**config.mk**
```make
export PLATFORM = sky130hd
export DESIGN_NAME = sample_accumulator_flat
export DESIGN_NICKNAME = d
export VERILOG_FILES = /design/src/rtl/rounding_pkg.sv /design/src/rtl/sample_accumulator_if.sv /design/src/rtl/sample_accumulator_outreg.sv /design/src/rtl/sample_accumulator.sv /design/src/flat_wrapper.sv
export SDC_FILE = /design/constraint.sdc
export NUM_CORES = 1
export LEC_CHECK = 0
export CAP_MARGIN = 40
export CORE_MARGIN = 2
export CORE_UTILIZATION = 55
export DETAILED_ROUTE_END_ITERATION = 8
export GPL_TIMING_DRIVEN = 0
export MAX_ROUTING_LAYER = met4
export PLACE_DENSITY_LB_ADDON = 0.25
export SETUP_SLACK_MARGIN = 0.4
export SLEW_MARGIN = 25
export SYNTH_ARGS = -nofsm -noshare
export SYNTH_HDL_FRONTEND = slang
export SYNTH_SLANG_ARGS = --single-unit
```
**constraint.sdc**
```tcl
create_clock -name clk -period 6.3 [get_ports clk]
set_clock_uncertainty 0.2 [all_clocks]
set_input_delay 0.945 -clock clk [delete_from_list [all_inputs] [get_ports clk]]
set_output_delay 0.945 -clock clk [all_outputs]
set_load 0.01 [all_outputs]
```
**src/rtl/rounding_pkg.sv**
```systemverilog
// Shared width relations for the sample_accumulator -> rounding_division path.
// Block length is N = 2**div_log2; a block sum needs div_log2 extra bits.
package rounding_pkg;

  localparam int DEF_DIV_LOG2  = 3;
  localparam int DEF_OUT_WIDTH = 32;

  function automatic int sum_width(input int out_width, input int div_log2);
    return out_width + div_log2;
  endfunction

  // A count must hold N itself, not just N-1.
  function automatic int count_width(input int div_log2);
    return div_log2 + 1;
  endfunction

  typedef logic [count_width(DEF_DIV_LOG2)-1:0] blk_count_t;

endpackage

```
**src/rtl/sample_accumulator_if.sv**
```systemverilog
// Sample stream in, block-sum stream out. Both sides use valid/ready: a transfer
// happens on a rising clock edge where valid and ready are both high; valid
// holds its payload stable until that edge, and ready never depends on valid.
interface sample_accumulator_if #(
  parameter int DIV_LOG2  = 3,
  parameter int OUT_WIDTH = 32,
  parameter int IN_WIDTH  = 35
);
  logic                 in_valid;
  logic                 in_ready;
  logic [OUT_WIDTH-1:0] in_data;
  logic                 flush;
  logic                 out_valid;
  logic                 out_ready;
  logic [IN_WIDTH-1:0]  out_sum;
  logic [DIV_LOG2:0]    out_count;
  logic                 out_partial;

  modport master (
    output in_valid, in_data, flush, out_ready,
    input  in_ready, out_valid, out_sum, out_count, out_partial
  );

  modport slave (
    input  in_valid, in_data, flush, out_ready,
    output in_ready, out_valid, out_sum, out_count, out_partial
  );
endinterface

```
**src/rtl/sample_accumulator_outreg.sv**
```systemverilog
// Single-entry output holding register: load when free or draining, hold while
// stalled. The caller only raises load when the register can take new data.
module sample_accumulator_outreg #(
  parameter int SW = 35,
  parameter int CW = 4
) (
  input  logic          clk,
  input  logic          resetn,
  input  logic          load,
  input  logic [SW-1:0] load_sum,
  input  logic [CW-1:0] load_count,
  input  logic          load_partial,
  input  logic          out_ready,
  output logic          out_valid,
  output logic [SW-1:0] out_sum,
  output logic [CW-1:0] out_count,
  output logic          out_partial
);

  logic          valid_q, valid_d;
  logic [SW-1:0] sum_q, sum_d;
  logic [CW-1:0] count_q, count_d;
  logic          partial_q, partial_d;

  always_comb begin
    valid_d   = valid_q;
    sum_d     = sum_q;
    count_d   = count_q;
    partial_d = partial_q;
    if (load) begin
      valid_d   = 1'b1;
      sum_d     = load_sum;
      count_d   = load_count;
      partial_d = load_partial;
    end else if (out_ready) begin
      valid_d   = 1'b0;
    end
  end

  always_ff @(posedge clk or negedge resetn) begin
    if (!resetn) begin
      valid_q   <= 1'b0;
      sum_q     <= '0;
      count_q   <= '0;
      partial_q <= 1'b0;
    end else begin
      valid_q   <= valid_d;
      sum_q     <= sum_d;
      count_q   <= count_d;
      partial_q <= partial_d;
    end
  end

  assign out_valid   = valid_q;
  assign out_sum     = sum_q;
  assign out_count   = count_q;
  assign out_partial = partial_q;

endmodule

```
**src/rtl/sample_accumulator.sv**
```systemverilog
// Sums every 2**DIV_LOG2 unsigned samples into one wide total; flush emits the
// current partial block. Accumulate/flush control here, output register below.
module sample_accumulator
  import rounding_pkg::*;
#(
  parameter int DIV_LOG2  = DEF_DIV_LOG2,
  parameter int OUT_WIDTH = DEF_OUT_WIDTH,
  parameter int IN_WIDTH  = sum_width(OUT_WIDTH, DIV_LOG2)
) (
  input logic                  clk,
  input logic                  resetn,
  sample_accumulator_if.slave  io
);

  localparam int                    CW         = count_width(DIV_LOG2);
  localparam logic [DIV_LOG2-1:0]   CNT_LAST   = '1;
  localparam logic [CW-1:0]         FULL_COUNT = CW'(1 << DIV_LOG2);

  if (IN_WIDTH != sum_width(OUT_WIDTH, DIV_LOG2)) begin : g_bad_width
    $error("sample_accumulator: IN_WIDTH must equal OUT_WIDTH + DIV_LOG2");
  end
  if (DIV_LOG2 < 1 || DIV_LOG2 > 8) begin : g_bad_div
    $error("sample_accumulator: DIV_LOG2 must be in 1..8");
  end

  logic [IN_WIDTH-1:0] acc_q, acc_d;
  logic [DIV_LOG2-1:0] cnt_q, cnt_d;
  logic                flush_pend_q, flush_pend_d;

  logic                accept;
  logic                completing;
  logic                flush_req;
  logic                has_data;
  logic                out_free;
  logic [IN_WIDTH-1:0] sum_now;
  logic [CW-1:0]       cnt_now;
  logic                load;
  logic [CW-1:0]       load_count;
  logic                load_partial;

  // Stall only when a completing sample would find the output still occupied.
  assign io.in_ready = resetn & ~flush_pend_q & ~(io.out_valid & (cnt_q == CNT_LAST));

  assign accept     = io.in_valid & io.in_ready;
  assign sum_now    = acc_q + (accept ? IN_WIDTH'(io.in_data) : '0);
  assign cnt_now    = CW'(cnt_q) + CW'(accept);
  assign completing = accept & (cnt_q == CNT_LAST);
  assign flush_req  = io.flush | flush_pend_q;
  assign has_data   = (cnt_q != '0) | accept;
  assign out_free   = ~io.out_valid | io.out_ready;

  always_comb begin
    acc_d        = acc_q;
    cnt_d        = cnt_q;
    flush_pend_d = flush_pend_q;
    load         = 1'b0;
    load_count   = FULL_COUNT;
    load_partial = 1'b0;
    if (completing) begin
      // A full block swallows any flush raised in the same cycle.
      load         = 1'b1;
      acc_d        = '0;
      cnt_d        = '0;
      flush_pend_d = 1'b0;
    end else if (flush_req && has_data) begin
      if (out_free) begin
        load         = 1'b1;
        load_count   = cnt_now;
        load_partial = 1'b1;
        acc_d        = '0;
        cnt_d        = '0;
        flush_pend_d = 1'b0;
      end else begin
        flush_pend_d = 1'b1;
        if (accept) begin
          acc_d = sum_now;
          cnt_d = cnt_q + DIV_LOG2'(1);
        end
      end
    end else if (accept) begin
      acc_d = sum_now;
      cnt_d = cnt_q + DIV_LOG2'(1);
    end
  end

  always_ff @(posedge clk or negedge resetn) begin
    if (!resetn) begin
      acc_q        <= '0;
      cnt_q        <= '0;
      flush_pend_q <= 1'b0;
    end else begin
      acc_q        <= acc_d;
      cnt_q        <= cnt_d;
      flush_pend_q <= flush_pend_d;
    end
  end

  sample_accumulator_outreg #(
    .SW (IN_WIDTH),
    .CW (CW)
  ) u_outreg (
    .clk          (clk),
    .resetn       (resetn),
    .load         (load),
    .load_sum     (sum_now),
    .load_count   (load_count),
    .load_partial (load_partial),
    .out_ready    (io.out_ready),
    .out_valid    (io.out_valid),
    .out_sum      (io.out_sum),
    .out_count    (io.out_count),
    .out_partial  (io.out_partial)
  );

endmodule

```
**src/flat_wrapper.sv**
```systemverilog
// flat-port wrapper written by rule: the top's interface ports become plain ports
module sample_accumulator_flat import rounding_pkg::*;
#(
  parameter int DIV_LOG2  = DEF_DIV_LOG2,
  parameter int OUT_WIDTH = DEF_OUT_WIDTH,
  parameter int IN_WIDTH  = sum_width(OUT_WIDTH, DIV_LOG2)
)
  (clk, resetn, io_in_valid, io_in_data, io_flush, io_out_ready, io_in_ready, io_out_valid, io_out_sum, io_out_count, io_out_partial);
  sample_accumulator_if #(.DIV_LOG2(DIV_LOG2), .OUT_WIDTH(OUT_WIDTH), .IN_WIDTH(IN_WIDTH)) io_i ();
  input logic clk;
  input logic resetn;
  input wire logic [$bits(io_i.in_valid)-1:0] io_in_valid;
  input wire logic [$bits(io_i.in_data)-1:0] io_in_data;
  input wire logic [$bits(io_i.flush)-1:0] io_flush;
  input wire logic [$bits(io_i.out_ready)-1:0] io_out_ready;
  output wire logic [$bits(io_i.in_ready)-1:0] io_in_ready;
  output wire logic [$bits(io_i.out_valid)-1:0] io_out_valid;
  output wire logic [$bits(io_i.out_sum)-1:0] io_out_sum;
  output wire logic [$bits(io_i.out_count)-1:0] io_out_count;
  output wire logic [$bits(io_i.out_partial)-1:0] io_out_partial;
  assign io_i.in_valid = io_in_valid;
  assign io_i.in_data = io_in_data;
  assign io_i.flush = io_flush;
  assign io_i.out_ready = io_out_ready;
  assign io_in_ready = io_i.in_ready;
  assign io_out_valid = io_i.out_valid;
  assign io_out_sum = io_i.out_sum;
  assign io_out_count = io_i.out_count;
  assign io_out_partial = io_i.out_partial;
  sample_accumulator #(.DIV_LOG2(DIV_LOG2), .OUT_WIDTH(OUT_WIDTH), .IN_WIDTH(IN_WIDTH)) u_core (.clk(clk), .resetn(resetn), .io(io_i));
endmodule
```
## After elaboration in Yosys (flattened, before gate mapping)

Index checks and enable logic that the tools add are counted.

| storage, ports and cells | value |
|---|---|
| logic and storage cells | 47 |
| output and inout bits | 42 |
| flip-flop bits (word level) | 80 |

| cells by class | value |
|---|---|
| add/sub/neg operators | 3 |
| bitwise logic cells | 11 |
| reduce and logical (&&, ||, !) cells | 4 |
| mux-type cells | 21 |
| eq/ne operators | 1 |

Operators with widths:

| cell | number |
|---|---|
| $mux W35 | 4 |
| $add A35 B35 Y35 | 1 |
| $mux W32 | 1 |
| $mux W3 | 4 |
| $mux W4 | 3 |
| $mux W1 | 9 |
| $and A1 B1 Y1 | 5 |
| $add A3 B1 Y4 | 1 |
| $reduce_bool A2 Y1 | 2 |
| $add A3 B1 Y3 const B | 1 |
| $eq A3 B3 Y1 const B | 1 |
| $not A1 Y1 | 3 |
| $or A1 B1 Y1 | 3 |
| $reduce_bool A3 Y1 | 1 |
| $logic_and A1 B1 Y1 | 1 |

## Logic depth before layout (Yosys ltp)

| depth | value |
|---|---|
| depth after elaboration | 11 |
| gate-level depth with buffers | 18 |
| depth with buffers taken out | 16 |

## By module

Synthesis repeated with hierarchy kept, for this count alone.

| unflattened totals | value |
|---|---|
| cells, all modules | 581 |
| area, all modules | 5,567.8 um^2 |

By module, submodules not included:

| module | times used | seq. area each (um^2) | area an instance (um^2) | cells each |
|---|---|---|---|---|
| sample_accumulator | 1 | 975.9 | 3,842.4 | 493 |
| sample_accumulator_outreg | 1 | 1,026.0 | 1,725.4 | 88 |

## Least setup slack after synthesis

Ideal clock, no wire load.

| path | value |
|---|---|
| path type | input port to flip-flop |
| from | input port resetn |
| to | register u_core.u_outreg.sum_q[32], in the netlist u_core.u_outreg.out_sum[32] |
| cell stages on the path | 16 |
| arrival time | 4.585 ns |
| slack | 1.390 ns |
| path through | inv_1 > a211oi_1 > nand2_1 > inv_1 > clkbuf_1 > clkbuf_1 > and2_1 > ha_1 > a21o_1 > a221o_1 > a211o_2 > a21boi_4 > nor2_2 > or3_4 > xor2_1 > mux2_4 |

| between the ends | value |
|---|---|
| cells in the longest elaborated chain, start to end | 7 |

Ends and longest elaborated chain:

| what | line | text |
|---|---|---|
| from (decl) | flat_wrapper.sv:11 | `input logic resetn;` |
| $and A1 B1 Y1 (*) (2 in series) | sample_accumulator.sv:42 | `assign io.in_ready = resetn & ~flush_pend_q & ~(io.out_valid & (cnt_q == CNT_LAST));` |
| named net io_in_ready | flat_wrapper.sv:16 | `output wire logic [$bits(io_i.in_ready)-1:0] io_in_ready;` |
| $and A1 B1 Y1 (*) | sample_accumulator.sv:44 | `assign accept = io.in_valid & io.in_ready;` |
| branches (longest 4 deep; another with $add A35 B35 Y35) | n/a |  |
| to (signal assigned) | sample_accumulator_outreg.sv:48 | `sum_q <= sum_d;` |
| to (decl) | sample_accumulator_outreg.sv:21 | `logic [SW-1:0] sum_q, sum_d;` |

Mark *: on every way through the listed nets, which the timed path passes.
A chain may end at the register's enable or synchronous reset.

## Final worst setup path

| path | value |
|---|---|
| from | input port resetn |
| to | register u_core.u_outreg.sum_q[32], in the netlist u_core.u_outreg.out_sum[32] |

| between the ends | value |
|---|---|
| cells in the longest elaborated chain, start to end | 7 |

Ends and longest elaborated chain:

| what | line |
|---|---|
| $and A1 B1 Y1 (*) (2 in series) | sample_accumulator.sv:42 |
| $and A1 B1 Y1 (*) | sample_accumulator.sv:44 |
| branches (longest 4 deep; another with $add A35 B35 Y35) | n/a |

Every way passes the cells marked *.

==> flow_summary.ini <==
[run_status]
status = finished clean

[routing]
firstDrtPassIters = 4
routedWlPerCell_um = 17.9
drt-total-wl_mm = 15.3
antenna_left = 0
first_iter_violations = 254
route.vias.total = 4955
drc = 0
viasPerCell = 5.78

[clock_network]
cts_setup_buffers = 0
cts_tree = done
path_clk_slew_ns = 0.10
clock_sinks = 80
cts_buffers = 9
clock_latency_ns = 0.36
htreeDepth = 3
clock_path_buffers = 2
root_buffer = clkbuf_8

[layout]
fin_area_um2 = 6450
nFillCells = 753
stdcell_count = 857
drive_above_1_share = 0.0563
final_core_util = 0.698
insertedDiodeCount = 0
final_nets = 798
area_delta_synth_final_pct = 22.8

[synthesis]
synth_nets = 708
ys_top_cells_by_area = dfrtp_1, nand2_1, ha_1, a21oi_1, and2_1
yosysSeqAreaShare = 0.381
ys.flop_type = dfrtp_1
synthCells = 633
synth_edf_count = 0
synth_area_um2 = 5250
synth.avg_cell_area_um2 = 8.30
synthTopCellsByCount = nand2_1, dfrtp_1, a21oi_1, and2_1, ha_1
yosys.area.top_type = dfrtp_1
yosysMostFrequentCell = nand2_1
synth-async-reset-ratio = 1.00
ys_seq_elements = 80
synth_top_area_share = 0.381
yosysUniqueCellTypes = 53
yosysWarnings = 0

[global_routing]
globalRouteMet3Util = 0.0428
met2_usage = 0.510
met1_usage = 0.430
grt_usage = 0.320
busiest_layer = met2
grt_pass1_wl_mm = 24.7
grt_overflow = 0
grt_pass1_vias = 4859
antenna_found_initial = 0
grt_max_degree = 47

[critical_path]
crit_path_end_kind = flop
arrival_ns = 5.66
cp_slowest_cell = a211oi_1
critPathLaunchType = input port
crit_top_cell = inv_1
path_cells = buf_8 > buf_12 > inv_1 > a211oi_1 > nand2_2 > inv_1 > clkbuf_2 > clkbuf_1 > and2_1 > ha_1 > and3_1 > a221o_1 > a211o_2 > a21boi_4 > nor2_2 > or3_4 > xor2_1 > mux2_4
max_stage_delay_ns = 0.43
cp_max_fo = 46
path_class = in2reg
critPathRequiredTime_ns = 6.34

[power]
finalPower_mw = 2.21
ir_worst_vdd_v = 0.000220
power_density_nw_per_um2 = 342
p_leak_nw = 3.08

[floorplan]
die-width_um = 102
core_um2 = 9240
start_util = 0.569
pin_count = 79
dieHeight_um = 102
rows = 35
fp.dieArea_um2 = 10400

[sta]
worst_pin_slew_ns = 0.757
finalHoldViolations = 0
fmax_mhz = 178
period_needed_ns = 5.62
setup_viol = 0
grt_setup_unrepaired = false
drv_slew = 0
fin_crit_sh = 0.892
whs_ns = 0.267
maxSlewHeadroom = 0.495

[hold_path]
hp-class = in2async

[placement]
placed_cells = 841
hpwl_mm = 11.5
placed_area_um2 = 6210
place_congestion = 0.947
io_buffer_count = 78

[flow_run]
maxCapViolCount = 0
critical path: cells and delay by family:
kind	cells	cell delay, ns
buffers and inverters	6	1.44
AND/OR/NAND/NOR	5	1.07
adder cells (fa/ha/maj)	1	0.28
AO/OA/AOI/OAI	4	1.47
XOR/XNOR	1	0.15
multiplexers	1	0.26
routing by layer:
metal / share of wire / vias up / wire, um
met3: 0.049 / 18 / 750
met4: 0.019 / 0 / 284
li1: - / 2375 / -
met1: 0.45 / 2405 / 6900
met2: 0.48 / 157 / 7410
met5: 0 / - / 0
state kept, by name (all words and copies together), names as in the netlist:
signal,cells
u_core.acc_q,35
u_core.u_outreg.out_sum,35
u_core.u_outreg.out_count,4
u_core.cnt_q,3
u_core.flush_pend_q,1
u_core.u_outreg.out_partial,1
u_core.u_outreg.out_valid,1
per-stage QoR:
step	worst slack [ns]	setup TNS, ns
2_1_floorplan	1.39	0
3_3_place_gp	-2.71	-147.34
3_5_place_dp	-0.384	-4.75
4_1_cts	0.547	0
5_1_grt	0.387	0
6_report	0.681	0
worst paths after layout:
check	startpoint	to	slack [ns]	depth (start not counted)
min	resetn	u_core.u_outreg.out_sum[22]$_DFFE_PN0P_	0.27	1
max	resetn	u_core.u_outreg.out_sum[32]$_DFFE_PN0P_	0.68	18
max reg2reg	u_core.cnt_q[1]$_DFF_PN0_	u_core.u_outreg.out_sum[32]$_DFFE_PN0P_	1.01	17
max in group asynchronous	resetn	u_core.u_outreg.out_sum[31]$_DFFE_PN0P_	5.10	2
min reg2reg	u_core.u_outreg.out_sum[27]$_DFFE_PN0P_	u_core.u_outreg.out_sum[27]$_DFFE_PN0P_	0.28	2
min in group clk	u_core.u_outreg.out_sum[27]$_DFFE_PN0P_	u_core.u_outreg.out_sum[27]$_DFFE_PN0P_	0.28	2
cell families (layout without fill, tap and decap cells):
group | Yosys count | count (layout) | synth area share
simple gates | 273 | 273 | 0.239
buf+inv | 46 | 141 | 0.0341
compound gates | 158 | 158 | 0.188
mux | 6 | 6 | 0.0131
fa+ha+maj | 38 | 38 | 0.0919
flops | 80 | 80 | 0.381
xor+xnor | 32 | 32 | 0.0533
repair_timing:
| action | 4_1_cts | 5_1_grt |
|---|---|---|
| gates cloned | 0 | 0 |
| setup endpoints to repair | 19 | 15 |
| hold buffers | 0 | 0 |
| resized for setup | 5 | 5 |
cell usage in the layout (no fill, tap or decap), types with 6 or more instances in the layout:
cell | synthesis | routed
clkdlybuf4s50_1 | 0 | 77
dfrtp_1 | 80 | 80
o21ai_0 | 25 | 25
clkbuf_8 | 0 | 10
inv_1 | 14 | 14
nand4_1 | 8 | 8
nand2_1 | 160 | 159
xnor2_1 | 18 | 18
and3_1 | 7 | 7
a31oi_1 | 7 | 6
nand3_1 | 11 | 11
nor3_1 | 7 | 7
and2_1 | 40 | 40
a21oi_1 | 70 | 70
clkbuf_1 | 22 | 19
ha_1 | 37 | 37
a21o_1 | 13 | 13
xor2_1 | 14 | 14
nor2_1 | 19 | 19
power breakdown:
part	total [mW]	switching, mW	internal [mW]
Sequential	0.749	0.0917	0.658
Clock	0.420	0.220	0.200
Combinational	1.04	0.629	0.412
Total	2.21	0.940	1.27
layout make-up:
type                            instances  area (um2)  share of cell area
Buffer                                 32         130              0.0202
Clock buffer                           10         138              0.0213
Clock inverter                          6        75.1              0.0116
Inverter                               14        52.6             0.00814
Multi-Input combinational cell        507        3090               0.479
Sequential cell                        80        2000               0.310
Tap cell                              129         161              0.0250
Timing Repair Buffer                   79         806               0.125
(Power assumes the default switching activity.)
